`src/rtl/bypass_add_sequencer.sv`:
```
// Multi-precision adder sequencer: streams WORDS 16-bit slices (LSW first) through one external adder.
// Optional subtract mode (in_sub) is compiled in with `define BYPASS_SEQ_SUB_EN.
module bypass_add_sequencer #(
  parameter int WORDS = 4,
  parameter int SW    = 16
) (
  input  logic                clk,
  input  logic                rst,
  input  logic                in_valid,
  output logic                in_ready,
  input  logic [WORDS*SW-1:0] in_a,
  input  logic [WORDS*SW-1:0] in_b,
  input  logic                in_cin,
`ifdef BYPASS_SEQ_SUB_EN
  input  logic                in_sub,
`endif
  output logic [SW-1:0]       add_a,
  output logic [SW-1:0]       add_b,
  output logic                add_cin,
  input  logic [SW-1:0]       add_sum,
  input  logic                add_cout,
  output logic                out_valid,
  input  logic                out_ready,
  output logic [WORDS*SW-1:0] out_sum,
  output logic                out_cout,
  output logic                busy,
  output logic [1:0]          dbg_state
);

  localparam int IW = $clog2(WORDS);

  if (SW != 16 || WORDS < 2 || WORDS > 16) begin : g_bad_param
    $error("bypass_add_sequencer: SW must be 16 and WORDS in 2..16");
  end

  typedef enum logic [1:0] {
    S_IDLE = 2'd0,
    S_RUN  = 2'd1,
    S_DONE = 2'd2
  } state_t;

  state_t              state;
  logic [IW-1:0]       idx;
  logic                carry_q;
  logic [WORDS*SW-1:0] op_a;
  logic [WORDS*SW-1:0] op_b;
  logic [SW-1:0]       b_slice;
  logic                last;
`ifdef BYPASS_SEQ_SUB_EN
  logic                sub_q;
`endif

  // Handshakes: a transfer happens on a rising edge where valid && ready are both high;
  // valid never depends on ready, and in_ready/out_valid are driven purely from FSM state.
  assign in_ready  = (state == S_IDLE);
  assign busy      = (state != S_IDLE);
  assign dbg_state = state;
  assign last      = (idx == IW'(WORDS - 1));
  assign b_slice   = op_b[idx*SW +: SW];

  // Adder is only driven during RUN so it sees no activity while idle or holding a result.
  always_comb begin
    add_a   = '0;
    add_b   = '0;
    add_cin = 1'b0;
    if (state == S_RUN) begin
      add_a   = op_a[idx*SW +: SW];
`ifdef BYPASS_SEQ_SUB_EN
      add_b   = sub_q ? ~b_slice : b_slice;
`else
      add_b   = b_slice;
`endif
      add_cin = carry_q;
    end
  end

  always_ff @(posedge clk) begin
    if (rst) begin
      state     <= S_IDLE;
      idx       <= '0;
      carry_q   <= 1'b0;
      op_a      <= '0;
      op_b      <= '0;
      out_sum   <= '0;
      out_cout  <= 1'b0;
      out_valid <= 1'b0;
`ifdef BYPASS_SEQ_SUB_EN
      sub_q     <= 1'b0;
`endif
    end else begin
      case (state)
        S_IDLE: begin
          if (in_valid) begin
            op_a  <= in_a;
            op_b  <= in_b;
            idx   <= '0;
            state <= S_RUN;
`ifdef BYPASS_SEQ_SUB_EN
            sub_q   <= in_sub;
            carry_q <= in_sub ? 1'b1 : in_cin;
`else
            carry_q <= in_cin;
`endif
          end
        end
        S_RUN: begin
          out_sum[idx*SW +: SW] <= add_sum;
          carry_q               <= add_cout;
          if (last) begin
            // Final carry leaves on out_cout only; it is never recirculated into slice 0.
            out_cout  <= add_cout;
            out_valid <= 1'b1;
            idx       <= '0;
            state     <= S_DONE;
          end else begin
            idx <= idx + 1'b1;
          end
        end
        S_DONE: begin
          if (out_ready) begin
            out_valid <= 1'b0;
            state     <= S_IDLE;
          end
        end
        default: state <= S_IDLE;
      endcase
    end
  end

endmodule
```
`config.mk`:
```
export PLATFORM = sky130hd
export DESIGN_NAME = bypass_add_sequencer
export DESIGN_NICKNAME = d
export VERILOG_FILES = /design/src/rtl/bypass_add_sequencer.sv
export SDC_FILE = /design/constraint.sdc
export NUM_CORES = 1
export LEC_CHECK = 0
export CORE_MARGIN = 1.5
export CORE_UTILIZATION = 59
export CTS_BUF_LIST = sky130_fd_sc_hd__clkbuf_8
export DETAILED_ROUTE_END_ITERATION = 6
export DONT_BUFFER_PORTS = 1
export GPL_TIMING_DRIVEN = 1
export PLACE_DENSITY = 0.78
export SLEW_MARGIN = 25
export SYNTH_ARGS = -nofsm -noshare
export SYNTH_HDL_FRONTEND = slang
export SYNTH_SLANG_ARGS = --single-unit
```
`constraint.sdc`:
```
create_clock -name clk -period 2.4 [get_ports clk]
set_clock_uncertainty 0.2 [all_clocks]
set_input_delay 0.48 -clock clk [delete_from_list [all_inputs] [get_ports clk]]
set_output_delay 0.48 -clock clk [all_outputs]
set_load 0.02 [all_outputs]
```
* Word-level counts from Yosys, hierarchy flattened
Index checks and enable logic that the tools add are counted.
** Cells by class
- Reduce and logical (&&, ||, !) cells :: 9
- $add $sub $neg :: 2
- Muxes and demuxes :: 16
- Eq/ne operators :: 6
- Shift operators :: 4
** Operators by type and width (number)
- $shiftx 64x7->16 :: 2
- $bwmux 64 :: 1
- $shift 16x34->64 const A :: 1
- $shiftx 16x34->64 :: 1
- $neg 6->34 :: 1
- $mux 16 :: 2
- $mux 2 :: 5
- $ne 2x2->1 const B :: 3
- $pmux 2 s3 :: 1
- $reduce_and 2->1 :: 3
- $reduce_and 3->1 :: 2
- $reduce_bool 2->1 :: 3
- $eq 2x2->1 const B :: 2
- $mux 1 :: 4
- $pmux 1 s2 :: 2
- $pmux 2 s2 :: 1
- $add 2x1->2 const B :: 1
- $eq 2x1->1 const B :: 1
- $logic_not 2->1 :: 1
** Word-level totals
- Register bits :: 199
- Logic and storage cells :: 45
- Input bits :: 150
- Output and inout bits :: 103

* Depth between registers and ports, before layout
Gate-level depths: netlist (run 1).
- Depth after elaboration :: 3
- Depth in mapped cells :: 9
- Gate-level depth less buffers :: 5

* Worst setup path before layout (run 1)
OpenSTA, ideal clock, no wires.
- Path type :: reg2reg
- Start point :: register idx[1]
- End point :: register out_sum[10]
- Arrival time :: 2.140 ns
- Stages on the path, launching flop included :: 9
- Clock period less this slack :: 2.399 ns
- Data required time :: 2.141 ns
- Path buffers :: 3
- Setup time :: 0.059 ns
- Setup slack :: 0.001 ns
- Path through :: dfxtp_1 -> buf_2 -> clkbuf_1 -> inv_1 -> ha_1 -> nand4bb_1 -> nor3_4 -> buf_4 -> a22o_1
** Between the ends
- Word-level cells in the longest chain between the ends :: 3
- Elaborated cells on any way between the ends :: 4
- Those cells by class :: 1 x add/sub; 2 x shift; 1 x mux
** Ends and longest elaborated chain
- start: declaration :: RTL line 43 : logic [IW-1:0] idx;
- start signal: assignment :: RTL line 116 : idx <= idx + 1'b1;
- $neg 6->34 * :: RTL line 107 : out_sum[idx*SW +: SW] <= add_sum;
- $shiftx 16x34->64 or $shift 16x34->64 (tied branches) :: RTL line 107
- $bwmux 64 * :: RTL line 107
- end signal: indexed assignment :: RTL line 107
- end: declaration :: RTL line 24 : output logic [WORDS*SW-1:0] out_sum,
Mark *: on every way between the ends. The rest lies on a longest branch, timed or not.
A chain may end at the register's enable or synchronous reset.

* Worst setup path in the final report (run 1)
- Start point :: register idx[0]
- End point :: output port add_a[0]
** Between the ends
- Word-level cells in the longest chain between the ends :: 2
** Ends and longest elaborated chain
- $shiftx 64x7->16 :: RTL line 67 : add_a = op_a[idx*SW +: SW];
- $mux 16 :: RTL line 66 : if (state == S_RUN) begin
- end: declaration :: RTL line 17 : output logic [SW-1:0] add_a,
Every way passes these cells.

==> key figures, run 1 <==
Synthesis
  – Syn nets: 1092
  – Synth cell types: 36
  – Post-synthesis compound-gate area fraction: 13.3%
  – Mapped Area: 8110 um2
  – Number of synthesized flops with an enable pin: 0
  – Synth top area cells: dfxtp_1 (49%), nand2_1 (14%), a21oi_1 (11%), mux4_2 (8.9%), nand3_1 (2.8%)
  – Synthesized flop and latch total: 199
  – Synth Instances: 936
  – Main combinational cell family by area after synthesis: simple AND/OR/NAND/NOR gates
  – Post-synth ARST share: 0%
  – Most area-hungry cell type in the Yosys netlist: dfxtp_1
  – Synth Flop Type: dfxtp_1
  – Mux contribution to synthesized area: 9.13%
  – Avg Inst Size Synth: 8.66 um2
  – Synth top area share: 49.1%
  – Post-Synth Simple-Gate Area: 22.7%
  – Adder-cell share of the synthesized area: 0.926%
  – Post-Synth XOR/XNOR Area: 0%
  – Synth warn: 0
  – Post-synthesis sequential area ratio: 49.1%

Outcome
  – Failing checks: negative hold slack, negative setup slack
  – Status: finished, violations left

Setup path
  – Cells along the critical path: buf_12 > buf_16 > mux4_2 > and2_4
  – Slowest cell on the critical path: mux4_2
  – CP required: 1.72 ns
  – Critical path capture point type: output port
  – Critical Path AT: 1.82 ns
  – CP Max Fanout: 7
  – Max stage delay on crit path: 0.50 ns
  – CP Launch Type: flip-flop
  – Crit Path Category: reg -> out

Clock tree
  – Largest buffer count on any clock path: 2
  – CTS clock-pin slew for the worst setup and hold paths: 0.10 ns
  – Clk_lat worst skew: 0.46 ns
  – Hold buffers post-CTS: 50
  – H-tree lvl count: 4
  – CTS sink count: 199
  – TritonCTS clock tree: built
  – Clock root cell: clkbuf_8
  – Inserted Clock Buffers: 17

Final layout
  – Fraction of layout cells with a size suffix above 1: 14.1%
  – Filler cells: 1050
  – Area Growth Syn to Fin: 15.7%
  – Antenna cells: 0
  – Nets: 1113

Power
  – Sequential Power Share: 53.8%
  – Internal Power: 0.00492 W
  – LEAKAGE: 3.44 nW
  – Switching Share: 25.3%
  – P_sw: 0.00167 W
  – Cell Pwr Density: 702 nW/um2
  – Worst IR Drop VDD: 0.508 mV
  – Logic gate share of total power: 10.8%
  – Clk pwr share: 35.4%
  – Tot Pwr: 0.00659 W

Detailed routing
  – Final WL: 21200 um
  – Vias/cell: 5.88
  – Post-DR wirelength/cell: 18.6 um
  – 1st-iter DRT viols: 527
  – DRT Pass-1 Iters: 7
  – DRC: 0
  – Post-route ant nets: 0
  – Detailed-route via count: 6732

Die
  – # IOs: 253
  – Rows: 42
  – Placeable core area: 13300 um2
  – Die height: 120 um
  – Initial Util: 60.8%
  – Die Width: 120 um
  – Total die area: 14500 um2

Global route
  – Grt ovf: 0
  – Number of global-route vias before repair: 6337
  – First-pass GRT wire length: 32500 um
  – GR Util All Layers: 28.6%
  – Initial antenna violation count: 0
  – Largest net degree at the start of global routing: 186

Flow run
  – Max Cap Viol: 0

Timing
  – Final hold vios: 140
  – Hold Slack: -0.109 ns
  – Fin crit share: 104%
  – Worst setup margin: -0.103 ns
  – Unrepaired setup endpoints after global routing: yes
  – Max-slew violation count: 0
  – Worst-margin pin slew: 0.682 ns
  – Fin Setup TNS: -2.05 ns
  – Relative slew slack: 54.4%
  – Setup-failing EPs final: 31
  – Max Fclk: 0.399 GHz
  – Post-layout min period: 2.50 ns

Placement
  – Port Buffers: 0
  – GPL Wtd Cong: 0.796
  – Hpwl dp: 12900 um

Hold path
  – Min-delay worst type: in -> reg
-- state kept, by name, summed over array words and instances, names as in the netlist --
signal     flops
op_a          64
op_b          64
out_sum       64
dbg_state      2
idx            2
carry_q        1
out_cout       1
out_valid      1
-- synth_stat cells, types with 2 or more instances --
cell type	n
a21oi_1	181
a22o_1	16
and2_1	32
and3b_1	3
buf_2	40
buf_4	3
buf_6	3
clkbuf_1	30
dfxtp_1	199
ha_1	6
inv_1	5
mux2i_1	2
mux4_2	32
nand2_1	306
nand2b_1	3
nand3_1	45
nand3b_1	4
nand4_1	2
nand4b_1	2
nor2_1	5
nor4b_4	2
-- layout by cell type (no fill, tap or decap), types with 6 or more instances in the layout --
master | synthesis | routed
and2_4 | 0 | 32
a21oi_1 | 181 | 181
dlygate4sd3_1 | 0 | 50
nand2_1 | 306 | 306
clkbuf_8 | 0 | 17
dfxtp_1 | 199 | 196
mux4_2 | 32 | 32
inv_1 | 5 | 6
nand3_1 | 45 | 45
buf_4 | 3 | 16
buf_12 | 0 | 7
a22o_1 | 16 | 16
-- logic make-up after synthesis --
family | Yosys count
simple gates | 415
compound gates | 201
flops | 199
buf+inv | 81
mux | 34
fa+ha+maj | 6
-- final timing paths --
| check | start | to | slack [ns] | cells past startpoint |
|---|---|---|---|---|
| setup reg to reg | idx[0] | idx[1] | 0.12 | 7 |
| hold / removal | rst | out_sum[51] | -0.11 | 1 |
| hold reg to reg | op_a[17] | op_a[17] | 0.26 | 2 |
| setup / recovery | idx[0] | add_a[0] | -0.10 | 4 |
-- area by class of cell --
| class | instances | area (um2) | area share [%] |
|---|---|---|---|
| sequential | 199 | 3990 | 42.5 |
| clock buffer | 17 | 234 | 2.49 |
| inverter | 5 | 18.8 | 0.200 |
| clock inverter | 14 | 196 | 2.09 |
| tap | 176 | 220 | 2.35 |
| timing repair buffer | 78 | 866 | 9.23 |
| multi-input combinational | 656 | 3860 | 41.1 |
-- layer usage --
metal / GRT usage, % / wire length (um)
met4: 7.50 / 370
met1: 33.8 / 8250
met5: 0 / 0
met3: 11.0 / 2060
met2: 48.9 / 10600
-- power groups by stage --
stage / clock (W) / sequential, W / combinational (W)
after global placement: 0 / 0.00361 / 0.000547
final: 0.00233 / 0.00354 / 0.000714
after floorplan: 0 / 0.00359 / 0.000500
after CTS: 0.00234 / 0.00354 / 0.000710
after detailed placement: 0 / 0.00362 / 0.000560
after global routing: 0.00248 / 0.00356 / 0.000777
-- worst max-delay path, delay by kind of cell (launching register included) --
kind                   cells  cell delay [ns]
muxes                      1             0.50
DFF                        1             0.40
buffers and inverters      2             0.25
and+or+nand+nor            1             0.20
-- what timing repair did --
item | in CTS | in global routing
pin swaps | 0 | 1
setup buffers | 5 | 1
gates resized for setup | 74 | 10
hold endpoints to repair | 199 | 149
cloned | 3 | 0
setup endpoints to repair | 32 | 87
-- metrics by stage --
step           worst slack [ns]  std cells  hold WS, ns  area, um2  utilization, %
2_1_floorplan           0.00107        936        0.233       8110               -
3_3_place_gp              0.209       1057        0.233       8200            61.5
3_5_place_dp              0.155       1057        0.240       8200            61.5
4_1_cts                  -0.125       1146       -0.126       9380            70.2
5_1_grt                  -0.174       1145       -0.139       9380            70.3
6_report                 -0.103       1145       -0.109       9380            70.3
Note: power is estimated with default switching activity, not from simulation.
==> run 2: changes to the inputs <==
--- a/config.mk
+++ b/config.mk
@@ -5,13 +5,14 @@
 export SDC_FILE = /design/constraint.sdc
 export NUM_CORES = 1
 export LEC_CHECK = 0
+export CORE_ASPECT_RATIO = 0.5
 export CORE_MARGIN = 1.5
-export CORE_UTILIZATION = 59
+export CORE_UTILIZATION = 66
 export CTS_BUF_LIST = sky130_fd_sc_hd__clkbuf_8
 export DETAILED_ROUTE_END_ITERATION = 6
 export DONT_BUFFER_PORTS = 1
 export GPL_TIMING_DRIVEN = 1
-export PLACE_DENSITY = 0.78
+export PLACE_DENSITY = 0.82
 export SLEW_MARGIN = 25
 export SYNTH_ARGS = -nofsm -noshare
 export SYNTH_HDL_FRONTEND = slang
==> constraint.sdc (replaced) <==
create_clock -name clk -period 2.35 [get_ports clk]
set_clock_uncertainty 0.2 [all_clocks]
set_input_delay 0.47 -clock clk [delete_from_list [all_inputs] [get_ports clk]]
set_output_delay 0.47 -clock clk [all_outputs]
set_load 0.02 [all_outputs]
==> run 2 against run 1 <==
- the run still ends with negative hold slack, negative setup slack left
- utilization is 11 points higher
- design area is 3.3% higher
- non-clock buffer count is 32 higher
- count of clock-buffer cells in the layout stayed put
- critical path depth stayed put
- sequential power is 2% higher
- sequential share of layout area is 1.3 points lower
- total power is 1.4% higher
- final cell count is 1.9% higher
- via count is 2.9% higher
- clock power is 3% lower
- first-iteration DRC count is 19% higher
==> key figures, run 2 (synthesis results as in run 1) <==
Outcome
  – Status: finished, violations left
  – Failing checks: negative hold slack, negative setup slack

Final layout
  – Area Growth Syn to Fin: 19.5%
  – Most common cell after layout, fill and taps aside: nand2_1
  – Largest registers: op_a (64), op_b (64), out_sum (64)
  – Antenna cells: 0
  – Final Core Density: 81.3%
  – Filler cells: 774
  – Commonest non-fill, non-tap cells in the layout: nand2_1 (306), dfxtp_1 (196), a21oi_1 (179), dlygate4sd3_1 (72), nand3_1 (45)
  – Nets: 1145
  – Fraction of layout cells with a size suffix above 1: 15.4%
  – Multi-input gate area: 3860 um2
  – Register area: 3990 um2

Timing
  – Max-slew violation count: 0
  – Worst-margin pin slew: 0.683 ns
  – Max Fclk: 0.400 GHz
  – Fin crit share: 106%
  – Relative slew slack: 54.4%
  – Hold Slack: -0.122 ns
  – Fin Setup TNS: -3.73 ns
  – Final hold vios: 127
  – Setup-failing EPs final: 32
  – Unrepaired setup endpoints after global routing: yes
  – Worst setup margin: -0.148 ns
  – Post-layout min period: 2.50 ns

Clock tree
  – Largest buffer count on any clock path: 2
  – Inserted Clock Buffers: 17
  – CTS sink count: 199
  – H-tree lvl count: 4
  – Clock root cell: clkbuf_8
  – Clk_lat worst skew: 0.46 ns
  – TritonCTS clock tree: built
  – Hold buffers post-CTS: 72
  – CTS clock-pin slew for the worst setup and hold paths: 0.11 ns

Global route
  – First-pass GRT wire length: 32100 um
  – Initial antenna violation count: 0
  – Number of global-route vias before repair: 6430
  – Largest net degree at the start of global routing: 186
  – Grt ovf: 0
  – GR Util All Layers: 31.5%

Detailed routing
  – DRT Pass-1 Iters: 6
  – Post-DR wirelength/cell: 18.7 um
  – Post-route ant nets: 0
  – 1st-iter DRT viols: 627
  – Final WL: 21800 um
  – DRC: 0
  – Vias/cell: 5.94
  – Detailed-route via count: 6928

Setup path
  – Critical path capture point type: output port
  – Critical Path AT: 1.83 ns
  – CP Launch Type: flip-flop
  – CP Max Fanout: 6
  – Crit Path Category: reg -> out
  – CP required: 1.68 ns

Die
  – Total die area: 13000 um2
  – # IOs: 253
  – Placeable core area: 11900 um2
  – Initial Util: 68.1%
  – Rows: 28
  – Die Width: 160 um
  – Die height: 81.4 um

Power
  – Tot Pwr: 0.00668 W
  – Cell Pwr Density: 690 nW/um2
  – LEAKAGE: 3.63 nW
  – Worst IR Drop VDD: 0.399 mV

Flow run
  – Max Cap Viol: 0

Placement
  – Hpwl dp: 12800 um
  – Port Buffers: 0
  – GPL Wtd Cong: 0.829

Hold path
  – Min-delay worst type: in -> reg
-- run 2: changes by cell type in the layout (fill, tap and decap cells not counted), sizes merged --
cell	change
clkinv	+2
bufinv	-3
buf	+7
clkbuf	+3
inv	+2
dlygate4sd3	+22
-- run 2: final timing paths --
path	start	end	slack [ns]	cells past startpoint
worst max-delay path	idx[0]	add_b[11]	-0.15	4
worst min-delay path	rst	out_sum[18]	-0.12	1
worst max register to register	dbg_state[0]	carry_q	0.07	6
worst min register to register	op_a[55]	op_a[55]	0.26	2
-- run 2: per-layer routing --
metal / vias up / share of wire, % / track usage [%]
li1: 3267 / - / -
met1: 3297 / 39 / 36.1
met2: 327 / 49 / 56.3
met3: 37 / 9.3 / 10.3
met4: 0 / 2.1 / 12.0
met5: - / 0 / 0
-- run 2: area by class of cell --
class	count	area share, %
inverters	5	0.194
clock inverters	15	1.89
well taps	165	2.13
multi-input cells	656	39.9
clock buffers	17	2.41
flip-flops and latches	199	41.2
repair buffers	110	12.3
-- run 2: where the power goes --
part | switching [W] | total [W] | internal, W
clock network | 0.00136 | 0.00226 | 0.000909
logic | 0.000408 | 0.000796 | 0.000388
registers | 0.000103 | 0.00362 | 0.00352
-- run 2: what timing repair did --
action / in CTS / in global routing
resized for setup: 72 / 15
cloned: 1 / 3
buffers inserted: 11 / 5
setup endpoints to repair: 32 / 148
hold endpoints to repair: 199 / 127
pin swaps: 0 / 1
-- run 2: critical path: stages, from the launching register on --
cell       delay [ns]
dfxtp_4          0.39
buf_6            0.12
clkbuf_16        0.16
mux4_2           0.50
and2_4           0.20
-- run 2: metrics by stage --
step	instances	setup slack (ns)	area, um2
after floorplan	936	0.104	8110
after global placement	1044	0.185	8160
after detailed placement	1044	0.0439	8160
after CTS	1160	-0.158	9530
after global routing	1167	-0.204	9690
final	1167	-0.148	9690
==> run 3: changes to the inputs <==
==> constraint.sdc (replaced) <==
create_clock -name clk -period 2.45 [get_ports clk]
set_clock_uncertainty 0.2 [all_clocks]
set_input_delay 0.49 -clock clk [delete_from_list [all_inputs] [get_ports clk]]
set_output_delay 0.49 -clock clk [all_outputs]
set_load 0.005 [all_outputs]
==> run 3 against run 2 <==
- the run ends with negative setup slack left
- global-route usage is 5.9 points higher
- highest routed layer unchanged
- sequential power is 4% lower
- clock power is 8% lower
- sequential share of layout area is 2.9 points lower
- count of clock-buffer cells in the layout is 1 higher
- via count is 14% higher
- design area is 7.6% higher
- final cell count is 6.3% higher
- non-clock buffer count is 73 higher
- register-to-register slack worse by 0.04 ns
- largest power group unchanged
- first-iteration DRC count is 57% higher
==> key figures, run 3 (synthesis results as in run 1) <==
Outcome
  – Status: finished, violations left
  – Failing checks: negative setup slack

Placement
  – GPL Wtd Cong: 0.812
  – Hpwl dp: 12500 um
  – Post-DP Area: 8140 um2
  – DP Cell Count: 1043
  – Port Buffers: 0

Die
  – Rows: 28
  – Total die area: 13000 um2
  – # IOs: 253
  – Die height: 81.4 um
  – Placeable core area: 11900 um2
  – Initial Util: 68.1%
  – Die Width: 160 um

Detailed routing
  – DRT Pass-1 Iters: 6
  – Final WL: 26600 um
  – Post-route ant nets: 0
  – Vias/cell: 6.36
  – Post-DR wirelength/cell: 21.4 um
  – Detailed-route via count: 7885
  – DRC: 0
  – 1st-iter DRT viols: 982

Clock tree
  – H-tree lvl count: 4
  – CTS sink count: 199
  – Clk_lat worst skew: 0.47 ns
  – Clock root cell: clkbuf_8
  – TritonCTS clock tree: built
  – CTS clock-pin slew for the worst setup and hold paths: 0.11 ns
  – Inserted Clock Buffers: 17
  – Largest buffer count on any clock path: 2

Global route
  – Grt ovf: 0
  – Number of global-route vias before repair: 7411
  – GR Util All Layers: 37.4%
  – Initial antenna violation count: 0
  – Largest net degree at the start of global routing: 130
  – First-pass GRT wire length: 37700 um

Hold path
  – Min-delay worst type: in -> reg
  – Hold-critical path endpoint: op_a[47]
  – Hold Startpoint: in_a[47]
  – WHS Path Cells: 2

Setup path
  – CP required: 1.76 ns
  – Critical path capture point type: output port
  – CP Launch Type: flip-flop
  – CP Max Fanout: 8
  – Reg2reg end: op_b[4]
  – Worst R2R Setup Slack: 0.03 ns
  – Crit Path Category: reg -> out
  – Critical Path AT: 1.86 ns
  – Register-to-Register Path Depth: 6
  – RR Startpoint: dbg_state[0]

Timing
  – Post-layout min period: 2.55 ns
  – Max Fclk: 0.391 GHz
  – Worst setup margin: -0.104 ns
  – Fin crit share: 104%
  – Relative slew slack: 44.4%
  – Unrepaired setup endpoints after global routing: yes
  – Worst-margin pin slew: 0.834 ns
  – Final hold vios: 0
  – Max-slew violation count: 0
  – Setup-failing EPs final: 32

Power
  – Cell Pwr Density: 619 nW/um2
  – Worst IR Drop VDD: 0.409 mV
  – LEAKAGE: 4.00 nW

Final layout
  – Filler cells: 599
  – Final Non-Filler Cells: 1240
  – Nets: 1218
  – Final Core Density: 87.5%
  – Commonest non-fill, non-tap cells in the layout: nand2_1 (306), dfxtp_1 (196), a21oi_1 (181), dlygate4sd3_1 (151), nand3_1 (45)
  – Post-route cell area: 10400 um2
  – Area Growth Syn to Fin: 28.5%
  – Fraction of layout cells with a size suffix above 1: 13.0%
  – Largest registers: op_a (64), op_b (64), out_sum (64)
  – Most common cell after layout, fill and taps aside: nand2_1
  – Antenna cells: 0

Flow run
  – Max Cap Viol: 0
-- run 3: cell types whose count changed in the layout (fill, tap and decap cells not counted), moves of 3 or more --
cell / delta
buf_12: -3
buf_6: -3
buf_16: +4
dlygate4sd3_1: +79
buf_4: -5
inv_6: +3
-- run 3: worst max path at each step --
stage,endpoint,start,slack [ns],cells after the start
5_1_grt,add_b[13],idx[0],-0.14,4
3_3_place_gp,add_a[15],idx[0],0.38,3
4_1_cts,add_b[5],idx[0],-0.11,3
6_report,add_b[13],idx[0],-0.10,4
2_1_floorplan,out_sum[10],idx[1],0.05,8
3_5_place_dp,out_sum[10],idx[0],0.31,7
-- run 3: routing by layer --
layer | vias to the layer above | GRT usage (%) | wire, um
met5 | - | 0 | 0
met2 | 612 | 67.0 | 12900
met3 | 116 | 11.8 | 3010
li1 | 3416 | - | -
met4 | 0 | 17.8 | 1080
met1 | 3741 | 41.8 | 9540
-- run 3: power breakdown --
part           switching (W)  internal (W)  total, W
Sequential         0.0000968       0.00338   0.00347
Combinational       0.000450      0.000460  0.000910
Clock                0.00130      0.000776   0.00207
Total                0.00184       0.00461   0.00645
-- run 3: layout make-up --
class | count | area, um2 | share of cell area [%]
clock inverter | 14 | 133 | 1.27
tap | 165 | 206 | 1.98
inverter | 5 | 18.8 | 0.180
sequential | 199 | 3990 | 38.3
clock buffer | 18 | 248 | 2.38
multi-input combinational | 656 | 3840 | 36.8
timing repair buffer | 183 | 1990 | 19.1
-- run 3: timing repair --
action                     4_1_cts  5_1_grt
hold buffers                   151        1
setup buffers                    3        2
setup endpoints to repair       32      121
pin swaps                        0        1
resized for setup               26       18
hold endpoints to repair       199        1
cloned                           3        5
-- run 3: stage by stage --
step	setup slack, ns	hold WS, ns	setup TNS (ns)	total power (W)
floorplan	0.0515	0.233	0	0.00397
CTS	-0.107	0.00512	-2.29	0.00630
global placement	0.380	0.233	0	0.00401
global route	-0.136	0.00327	-3.76	0.00663
detailed placement	0.306	0.238	0	0.00404
finish	-0.104	0.0332	-2.15	0.00645
-- run 3: critical path, cell delays in order, from the launching register on --
cell and delay [ns]:
dfxtp_4 0.41, buf_12 0.13, buf_16 0.15, mux4_2 0.54, and2_4 0.18
